<file path="src/rtl/bsg_fifo_small_pkg.sv">
// Shared types and sizing helpers for the small 1r1w FIFO family.
package bsg_fifo_small_pkg;

  // Enqueue handshake: valid&ready, or valid alone (producer already checked ready).
  typedef enum logic {
    HS_READY_AND_VALID  = 1'b0,
    HS_READY_THEN_VALID = 1'b1
  } hs_mode_e;

  // Pointer width; at least one bit even for the two-entry case.
  function automatic int unsigned ptr_width(input int unsigned els);
    return (els <= 2) ? 1 : $clog2(els);
  endfunction

  // Occupancy counter width, able to hold the value els.
  function automatic int unsigned count_width(input int unsigned els);
    return $clog2(els + 1);
  endfunction

endpackage

</file>
<file path="src/rtl/bsg_fifo_small_tracker.sv">
// Read/write pointers, occupancy count and status flags for the small FIFO.
module bsg_fifo_small_tracker
  import bsg_fifo_small_pkg::*;
#(
  parameter int unsigned els_p          = 4,
  parameter int unsigned afull_slack_p  = 1,
  parameter int unsigned aempty_slack_p = 1,
  localparam int unsigned ptr_w_lp      = ptr_width(els_p),
  localparam int unsigned cnt_w_lp      = count_width(els_p)
) (
  input  logic                clk_i,
  input  logic                reset_i,
  input  logic                clear_i,
  input  logic                enq_i,
  input  logic                deq_i,
  output logic [ptr_w_lp-1:0] rptr_o,
  output logic [ptr_w_lp-1:0] wptr_o,
  output logic [cnt_w_lp-1:0] count_o,
  output logic                full_o,
  output logic                empty_o,
  output logic                almost_full_o,
  output logic                almost_empty_o
);

  logic [ptr_w_lp-1:0] rptr_r, rptr_n;
  logic [ptr_w_lp-1:0] wptr_r, wptr_n;
  logic [cnt_w_lp-1:0] count_r, count_n;
  logic [cnt_w_lp-1:0] free_c;

  // Next pointers and count; explicit wrap compare keeps non-pow2 depths safe.
  always_comb begin
    rptr_n  = rptr_r;
    wptr_n  = wptr_r;
    count_n = count_r;
    if (clear_i) begin
      rptr_n  = '0;
      wptr_n  = '0;
      count_n = '0;
    end else begin
      if (enq_i)
        wptr_n = (wptr_r == ptr_w_lp'(els_p - 1)) ? '0 : wptr_r + ptr_w_lp'(1);
      if (deq_i)
        rptr_n = (rptr_r == ptr_w_lp'(els_p - 1)) ? '0 : rptr_r + ptr_w_lp'(1);
      case ({enq_i, deq_i})
        2'b10:   count_n = count_r + cnt_w_lp'(1);
        2'b01:   count_n = count_r - cnt_w_lp'(1);
        default: count_n = count_r;
      endcase
    end
  end

  // State registers; reset empties the FIFO immediately.
  always_ff @(posedge clk_i or posedge reset_i) begin
    if (reset_i) begin
      rptr_r  <= '0;
      wptr_r  <= '0;
      count_r <= '0;
    end else begin
      rptr_r  <= rptr_n;
      wptr_r  <= wptr_n;
      count_r <= count_n;
    end
  end

  // Status decoded from the registered count only, so flags are glitch-free per cycle.
  assign free_c         = cnt_w_lp'(els_p) - count_r;
  assign full_o         = (count_r == cnt_w_lp'(els_p));
  assign empty_o        = (count_r == '0);
  assign almost_full_o  = (free_c <= cnt_w_lp'(afull_slack_p));
  assign almost_empty_o = (count_r <= cnt_w_lp'(aempty_slack_p));
  assign rptr_o         = rptr_r;
  assign wptr_o         = wptr_r;
  assign count_o        = count_r;

endmodule

</file>
<file path="src/rtl/bsg_fifo_1r1w_small_count.sv">
// Small flop-based 1r1w FIFO with occupancy count and almost-full/empty flags.
// Optional synchronous flush port clear_i when BSG_FIFO_SMALL_CLEAR_EN is defined.
module bsg_fifo_1r1w_small_count
  import bsg_fifo_small_pkg::*;
#(
  parameter int unsigned width_p            = 8,
  parameter int unsigned els_p              = 4,
  parameter int unsigned ready_THEN_valid_p = 0,
  parameter int unsigned afull_slack_p      = 1,
  parameter int unsigned aempty_slack_p     = 1,
  localparam int unsigned cnt_w_lp          = count_width(els_p)
) (
  input  logic                clk_i,
  input  logic                reset_i,
`ifdef BSG_FIFO_SMALL_CLEAR_EN
  input  logic                clear_i,
`endif
  input  logic                v_i,
  output logic                ready_o,
  input  logic [width_p-1:0]  data_i,
  output logic                v_o,
  output logic [width_p-1:0]  data_o,
  input  logic                yumi_i,
  output logic [cnt_w_lp-1:0] count_o,
  output logic                almost_full_o,
  output logic                almost_empty_o
);

  localparam int unsigned ptr_w_lp = ptr_width(els_p);
  localparam hs_mode_e    mode_lp  = (ready_THEN_valid_p != 0) ? HS_READY_THEN_VALID
                                                                : HS_READY_AND_VALID;

  // Elaboration-time parameter sanity.
  if (width_p < 1)              begin : g_bad_width  $error("width_p must be >= 1");         end
  if (els_p < 2)                begin : g_bad_els    $error("els_p must be >= 2");           end
  if (afull_slack_p >= els_p)   begin : g_bad_afull  $error("afull_slack_p must be < els_p"); end
  if (aempty_slack_p >= els_p)  begin : g_bad_aempty $error("aempty_slack_p must be < els_p"); end

  logic                clear;
  logic                enq;
  logic                deq;
  logic                full;
  logic                empty;
  logic [ptr_w_lp-1:0] rptr;
  logic [ptr_w_lp-1:0] wptr;
  logic [width_p-1:0]  mem [els_p];

`ifdef BSG_FIFO_SMALL_CLEAR_EN
  assign clear = clear_i;
`else
  assign clear = 1'b0;
`endif

  assign enq = v_i & ((mode_lp == HS_READY_THEN_VALID) ? 1'b1 : ready_o);
  assign deq = yumi_i;

  bsg_fifo_small_tracker #(
    .els_p          (els_p),
    .afull_slack_p  (afull_slack_p),
    .aempty_slack_p (aempty_slack_p)
  ) tracker (
    .clk_i          (clk_i),
    .reset_i        (reset_i),
    .clear_i        (clear),
    .enq_i          (enq),
    .deq_i          (deq),
    .rptr_o         (rptr),
    .wptr_o         (wptr),
    .count_o        (count_o),
    .full_o         (full),
    .empty_o        (empty),
    .almost_full_o  (almost_full_o),
    .almost_empty_o (almost_empty_o)
  );

  // Storage write; contents are don't-care until written, so no reset.
  always_ff @(posedge clk_i) begin
    if (enq) mem[wptr] <= data_i;
  end

  // Ready is held low while reset is asserted; no bypass from data_i to data_o.
  assign ready_o = ~full & ~reset_i;
  assign v_o     = ~empty;
  assign data_o  = mem[rptr];

`ifndef SYNTHESIS
  // Protocol checks on the consumer and ready-then-valid producer.
  always_ff @(posedge clk_i) begin
    if (!reset_i) begin
      assert (!(yumi_i && !v_o)) else $error("yumi_i asserted while v_o is low");
      if (mode_lp == HS_READY_THEN_VALID)
        assert (!(v_i && !ready_o)) else $error("v_i asserted while ready_o is low");
    end
  end
`endif

endmodule

</file>
<file path="config.mk">
export PLATFORM = sky130hd
export DESIGN_NAME = bsg_fifo_1r1w_small_count
export DESIGN_NICKNAME = d
export VERILOG_FILES = /design/src/rtl/bsg_fifo_small_pkg.sv /design/src/rtl/bsg_fifo_small_tracker.sv /design/src/rtl/bsg_fifo_1r1w_small_count.sv
export SDC_FILE = /design/constraint.sdc
export NUM_CORES = 1
export LEC_CHECK = 0
export CAP_MARGIN = 0
export CORE_MARGIN = 1.5
export CORE_UTILIZATION = 55
export CTS_BUF_LIST = sky130_fd_sc_hd__clkbuf_8
export DETAILED_ROUTE_END_ITERATION = 6
export PLACE_DENSITY = 0.82
export SLEW_MARGIN = 40
export SYNTH_ARGS = -nofsm -noshare
export SYNTH_HDL_FRONTEND = slang
export SYNTH_HIERARCHICAL = 1
export SYNTH_SLANG_ARGS = --single-unit
</file>
<file path="constraint.sdc">
create_clock -name clk_i -period 2.95 [get_ports clk_i]
set_clock_uncertainty 0.05 [all_clocks]
set_input_delay 0.59 -clock clk_i [delete_from_list [all_inputs] [get_ports clk_i]]
set_output_delay 0.59 -clock clk_i [all_outputs]
set_load 0.02 [all_outputs]
</file>
==> Yosys cells after proc, flatten, opt, wreduce, memory -nomap -nowiden <==
Memories as Yosys holds them, arrays and structs flattened.
Index checks and enable logic that the tools add are counted.
{ "totals": {"reg_bits": 7, "ram_bits": 32, "inputBits": 12, "out_inout_bits": 15, "word_cells": 28, "mem_count": 1} }
{ "op_classes": {"addsub": 5, "n_lt_le_gt_ge": 2, "eq_ne": 5, "mux": 5, "bitwise": 5, "n_reduce_logical": 2} }
{ "mem_list": {"columns": ["memory", "words", "width", "read_ports", "rd_clocked_by_memory_dff", "wr", "line", "rtl"], "rows": [
  ["mem", 4, 8, 1, 0, 1, "bsg_fifo_1r1w_small_count.sv:46", "logic [width_p-1:0] mem [els_p];"]
]} }
{ "ops": {"columns": ["op", "n"], "rows": [
  ["$eq 2x2->1 const B", 3],
  ["$le 3x1->1 const B", 2],
  ["$pmux 3 s2", 1],
  ["$add 2x1->2 const B", 2],
  ["$mux 2", 2],
  ["$add 3x1->3 const B", 1],
  ["$eq 3x3->1 const B", 1],
  ["$logic_not 3->1", 1],
  ["$not 1->1", 3],
  ["$sub 3x1->3 const B", 1],
  ["$sub 3x3->3 const A", 1],
  ["$and 1x1->1", 2],
  ["$eq 2x1->1 const B", 1],
  ["$mux 1", 2],
  ["$reduce_bool 2->1", 1]
]} }

==> Logic depth before layout (Yosys ltp) <==
{ "logic_depth": {"depth_word": 6, "ltp_mapped": 9, "ltp_nobuf": 8} }

==> Hierarchy <==
Netlist, hierarchy kept.
{ "by_module_without_submodules": {"columns": ["module", "n_inst", "cells_per_inst", "area_each_um2", "seq_area_each_um2"], "rows": [
  ["bsg_fifo_1r1w_small_count", 1, 51, 1214.9, 960.9],
  ["bsg_fifo_small_tracker", 1, 46, 460.4, 175.2]
]} }

==> Least setup slack after synthesis <==
No wires, ideal clock.
{ "synth_timing": {"path_type": "register to register", "from": "register tracker.count_r[0] (netlist: tracker/count_o[0])", "to": "memory mem[2][0] (enable)", "setup_ns": 0.385, "arrival_time_ns": 2.085, "t_required_ns": 2.515, "slack_ns": 0.430, "path_stages_with_launch": 6, "n_path_buf": 0, "synth_period_minus_slack_ns": 2.520, "path_cell_list": "dfrtp_1 inv_1 ha_1 ha_1 or3b_4 nor3b_1"} }
{ "synth_between": {"elab_chain_len": 6} }
{ "synth_lines": {"columns": ["element", "line", "rtl"], "rows": [
  ["start: declaration", "bsg_fifo_small_tracker.sv:27", "logic [cnt_w_lp-1:0] count_r, count_n;"],
  ["start signal: assignment", "bsg_fifo_small_tracker.sv:61", "count_r <= count_n;"],
  ["$eq 3x3->1", "bsg_fifo_small_tracker.sv:67", "assign full_o = (count_r == cnt_w_lp'(els_p));"],
  ["net full", "bsg_fifo_1r1w_small_count.sv:42", "logic full;"],
  ["$not 1->1", "bsg_fifo_1r1w_small_count.sv:82", "assign ready_o = ~full & ~reset_i;"],
  ["$and 1x1->1", "bsg_fifo_1r1w_small_count.sv:82", null],
  ["$and 1x1->1", "bsg_fifo_1r1w_small_count.sv:54", "assign enq = v_i & ((mode_lp == HS_READY_THEN_VALID) ? 1'b1 : ready_o);"],
  ["$mux 1", "bsg_fifo_1r1w_small_count.sv:78", "if (enq) mem[wptr] <= data_i;"],
  ["$mux 1 (implied by the code)", "bsg_fifo_1r1w_small_count.sv:78", null],
  ["end: declaration", "bsg_fifo_1r1w_small_count.sv:46", null]
]} }
The timed path passes the listed nets, and every way through them passes these cells.

==> Worst setup path after layout <==
{ "layout_timing": {"from": "register tracker.rptr_r[0] (netlist: tracker/rptr_o[0])", "to": "output port data_o[5]"} }
{ "layout_between": {"elab_chain_len": 1} }
{ "layout_lines": {"columns": ["element", "line", "rtl"], "rows": [
  ["start: declaration", "bsg_fifo_small_tracker.sv:25", "logic [ptr_w_lp-1:0] rptr_r, rptr_n;"],
  ["start signal: assignment", "bsg_fifo_small_tracker.sv:59", "rptr_r <= rptr_n;"],
  ["$mem_v2 4x8", null, null],
  ["end: declaration", "bsg_fifo_1r1w_small_count.sv:22", "output logic [width_p-1:0] data_o,"]
]} }
Every way passes these cells.

==> results by group <==
STA
  – Fin. Hold Viols: 0
  – RSZ-0062 raised after global routing: false
  – Setup WS post-layout: 0.2220 ns
  – Final period util: 0.9247
  – Worst-Margin Slew: 0.5313 ns
  – Rel. slew slack: 0.6458
  – Max Fclk: 0.3666 GHz
  – Setup TNS: 0 ns
  – Final max-slew violation count: 0
  – Final setup viols: 0
  – Final min period: 2.728 ns

Cells and area
  – Area Overhead vs Synth: 24.20%
  – Final Core Density: 0.7355
  – Commonest non-fill, non-tap cell in the layout: edfxtp_1
  – Most frequent cells in the layout: edfxtp_1 (32), clkdlybuf4s50_1 (26), nor2_1 (10), mux4_2 (8), inv_1 (8)
  – N_diodes: 0
  – Final Net Count: 156
  – Share of cells above drive strength 1: 0.1594

GRT
  – First-pass GRT wire length: 4.409 mm
  – Initial antenna violation count: 0
  – All-Layer GR Usage: 0.1860
  – Vias in the first global route: 980
  – M2 GR Usage: 0.3133
  – Met3 track demand over resource: 0.06920
  – Met1 Use GR: 0.2134
  – GRT Residual Overflow: 0
  – GRT busiest layer: met2
  – Largest net degree at the start of global routing: 12

Clocking
  – CTS Sinks: 39
  – CTS resizes: 0
  – Reg clk slew, reported paths: 0.07 ns
  – Clock Path Buffers: 2
  – Post-CTS Setup Repair Bufs: 0
  – Root Buffer: clkbuf_8
  – Cts bufs inserted: 5
  – Htree depth: 2
  – Clk Latency, worst-skew pair: 0.28 ns
  – TritonCTS clock tree: yes
  – Post-CTS Hold Fix Bufs: 0

Synthesis
  – Simple-Gate Fraction of Synth Area: 0.07543
  – Mux contribution to synthesized area: 0.1255
  – Post-synthesis xor/xnor area fraction: 0.01046
  – Compound-gate portion of the synthesized area: 0.02390
  – Synth cell types: 24
  – Synth Area in Adders: 0.05228
  – Post-synth EDFFs: 32
  – Syn_area_per_cell: 17.27 um^2
  – Share of the synthesized area in the top cell type: 0.5736
  – Sequential area share after synthesis: 0.6781
  – Yosys top cell by area: edfxtp_1
  – FFs w/ async S/R, synth: 0.1795
  – Prevailing post-synth register cell: edfxtp_1
  – Largest family of logic cells by synthesized area: multiplexers
  – Mapped Cells: 97
  – Yosys reg bits: 39
  – Mapped Area: 1675 um^2
  – Top cells by area, synth: edfxtp_1 (57%), mux4_2 (11%), dfrtp_1 (10%)
  – Yosys warns: 6

Place
  – HPWL Detailed: 1.860 mm
  – Routability cong.: 0.6934
  – Place WS: 0.4613 ns
  – Port Buffers: 26

Detailed routing
  – 1st-pass router iterations: 6
  – Vias: 926
  – DRT iter0 DRCs: 25
  – Vias per cell: 5.479
  – Post-route ant nets: 0
  – Drt total wl: 2.639 mm
  – Wirelength per Cell: 15.62 um
  – DRC viols: 3

Critical path
  – Critical path required time: 2.31 ns
  – FF-to-FF setup slack: 0.61 ns
  – Crit path kind: reg -> out
  – Cell depth of the worst flop-to-flop path: 6
  – Worst R2R Start: tracker/count_o[0]
  – CP Launch Type: flop
  – Worst setup EP type: primary output
  – RR Endpoint: mem[3][0]
  – Peak fanout along the critical path: 9
  – WP data arrival: 2.09 ns

Die
  – Core area: 2829 um^2
  – I/O pin count: 27
  – # rows: 19
  – Die height: 58.19 um
  – Die width: 58.19 um
  – Die area: 3386 um^2
  – Initial core utilization: 0.5922

Pwr
  – Pleak: 0.0007960 uW
  – Worst VDD drop: 0.3863 mV
  – Pwr Density: 572.6 nW/um^2

Flow run
  – Max Cap Viol: 0

Min path
  – Hold Path Class: in -> async

Outcome
  – Failing checks: DRC
  – Status: complete, but fails checks
==> flip-flops by register name, indices dropped and copies added (netlist names) <==
register	count
tracker/rptr_o	2
tracker/count_o	3
tracker/wptr_o	2
mem	32
==> critical path, cell delays in order (launching register included) <==
cell and delay [ns]:
dfrtp_1 0.68, mux4_2 0.58, clkdlybuf4s50_1 0.56
==> cell type report <==
| type | instances | area, um^2 |
|---|---|---|
| Timing Repair Buffer | 30 | 290.3 |
| Clock inverter | 3 | 12.51 |
| Multi-Input combinational cell | 54 | 508.0 |
| Fill cell | 193 | 748.2 |
| Tap cell | 31 | 38.79 |
| Clock buffer | 5 | 68.82 |
| Inverter | 7 | 26.28 |
| Sequential cell | 39 | 1136 |
==> worst max-delay path by stage <==
stage | start | end | slack [ns] | cells past startpoint
2_1_floorplan | tracker/count_o[0] | mem[2][0] | 0.43 | 5
3_3_place_gp | tracker/rptr_o[0] | data_o[5] | 0.49 | 2
3_5_place_dp | reset_i | mem[3][1] | 0.46 | 4
4_1_cts | tracker/rptr_o[0] | data_o[5] | 0.16 | 2
5_1_grt | tracker/rptr_o[0] | data_o[3] | 0.1 | 2
6_report | tracker/rptr_o[0] | data_o[5] | 0.22 | 2
==> cell usage after synthesis (2+ instances only) <==
master and count:
dfrtp_1 7, nor3b_1 2, mux4_2 8, mux2i_1 3, xnor2_1 2, buf_6 2
and3b_1 2, a21oi_1 2, nor2_1 10, ha_1 7, edfxtp_1 32, inv_1 6
nor3_1 2, nor3b_2 2
==> logic make-up (layout without fill, tap and decap cells) <==
logic type	count (synthesis)	after routing
AO/OA/AOI/OAI	6	6
XOR/XNOR	2	2
adder cells (fa/ha/maj)	7	7
buffers and inverters	10	45
flip-flops	39	39
multiplexers	11	11
other	1	7
AND/OR/NAND/NOR	21	21
==> routing by layer <==
metal / vias to the layer above / share of wire
li1: 440 / -
met1: 457 / 0.40
met2: 25 / 0.53
met3: 4 / 0.058
met4: 0 / 0.0091
met5: - / 0
==> power by group <==
part | switching, uW | internal (uW) | leakage (uW)
logic | 109 | 120 | 0.000362
registers | 22.7 | 617 | 0.000383
clock network | 164 | 159 | 0.0000505
==> per-stage QoR <==
step / hold slack [ns] / std cells / power (uW) / cell area (um^2)
floorplan: 0.3434 / 103 / 781.6 / 1698
global placement: 0.5625 / 161 / 874.5 / 1999
detailed placement: 0.5997 / 161 / 882.3 / 1999
CTS: 0.5651 / 169 / 1210 / 2081
global route: 0.5890 / 169 / 1255 / 2081
finish: 0.5669 / 169 / 1191 / 2081
Power figures use the tool's default switching activity.
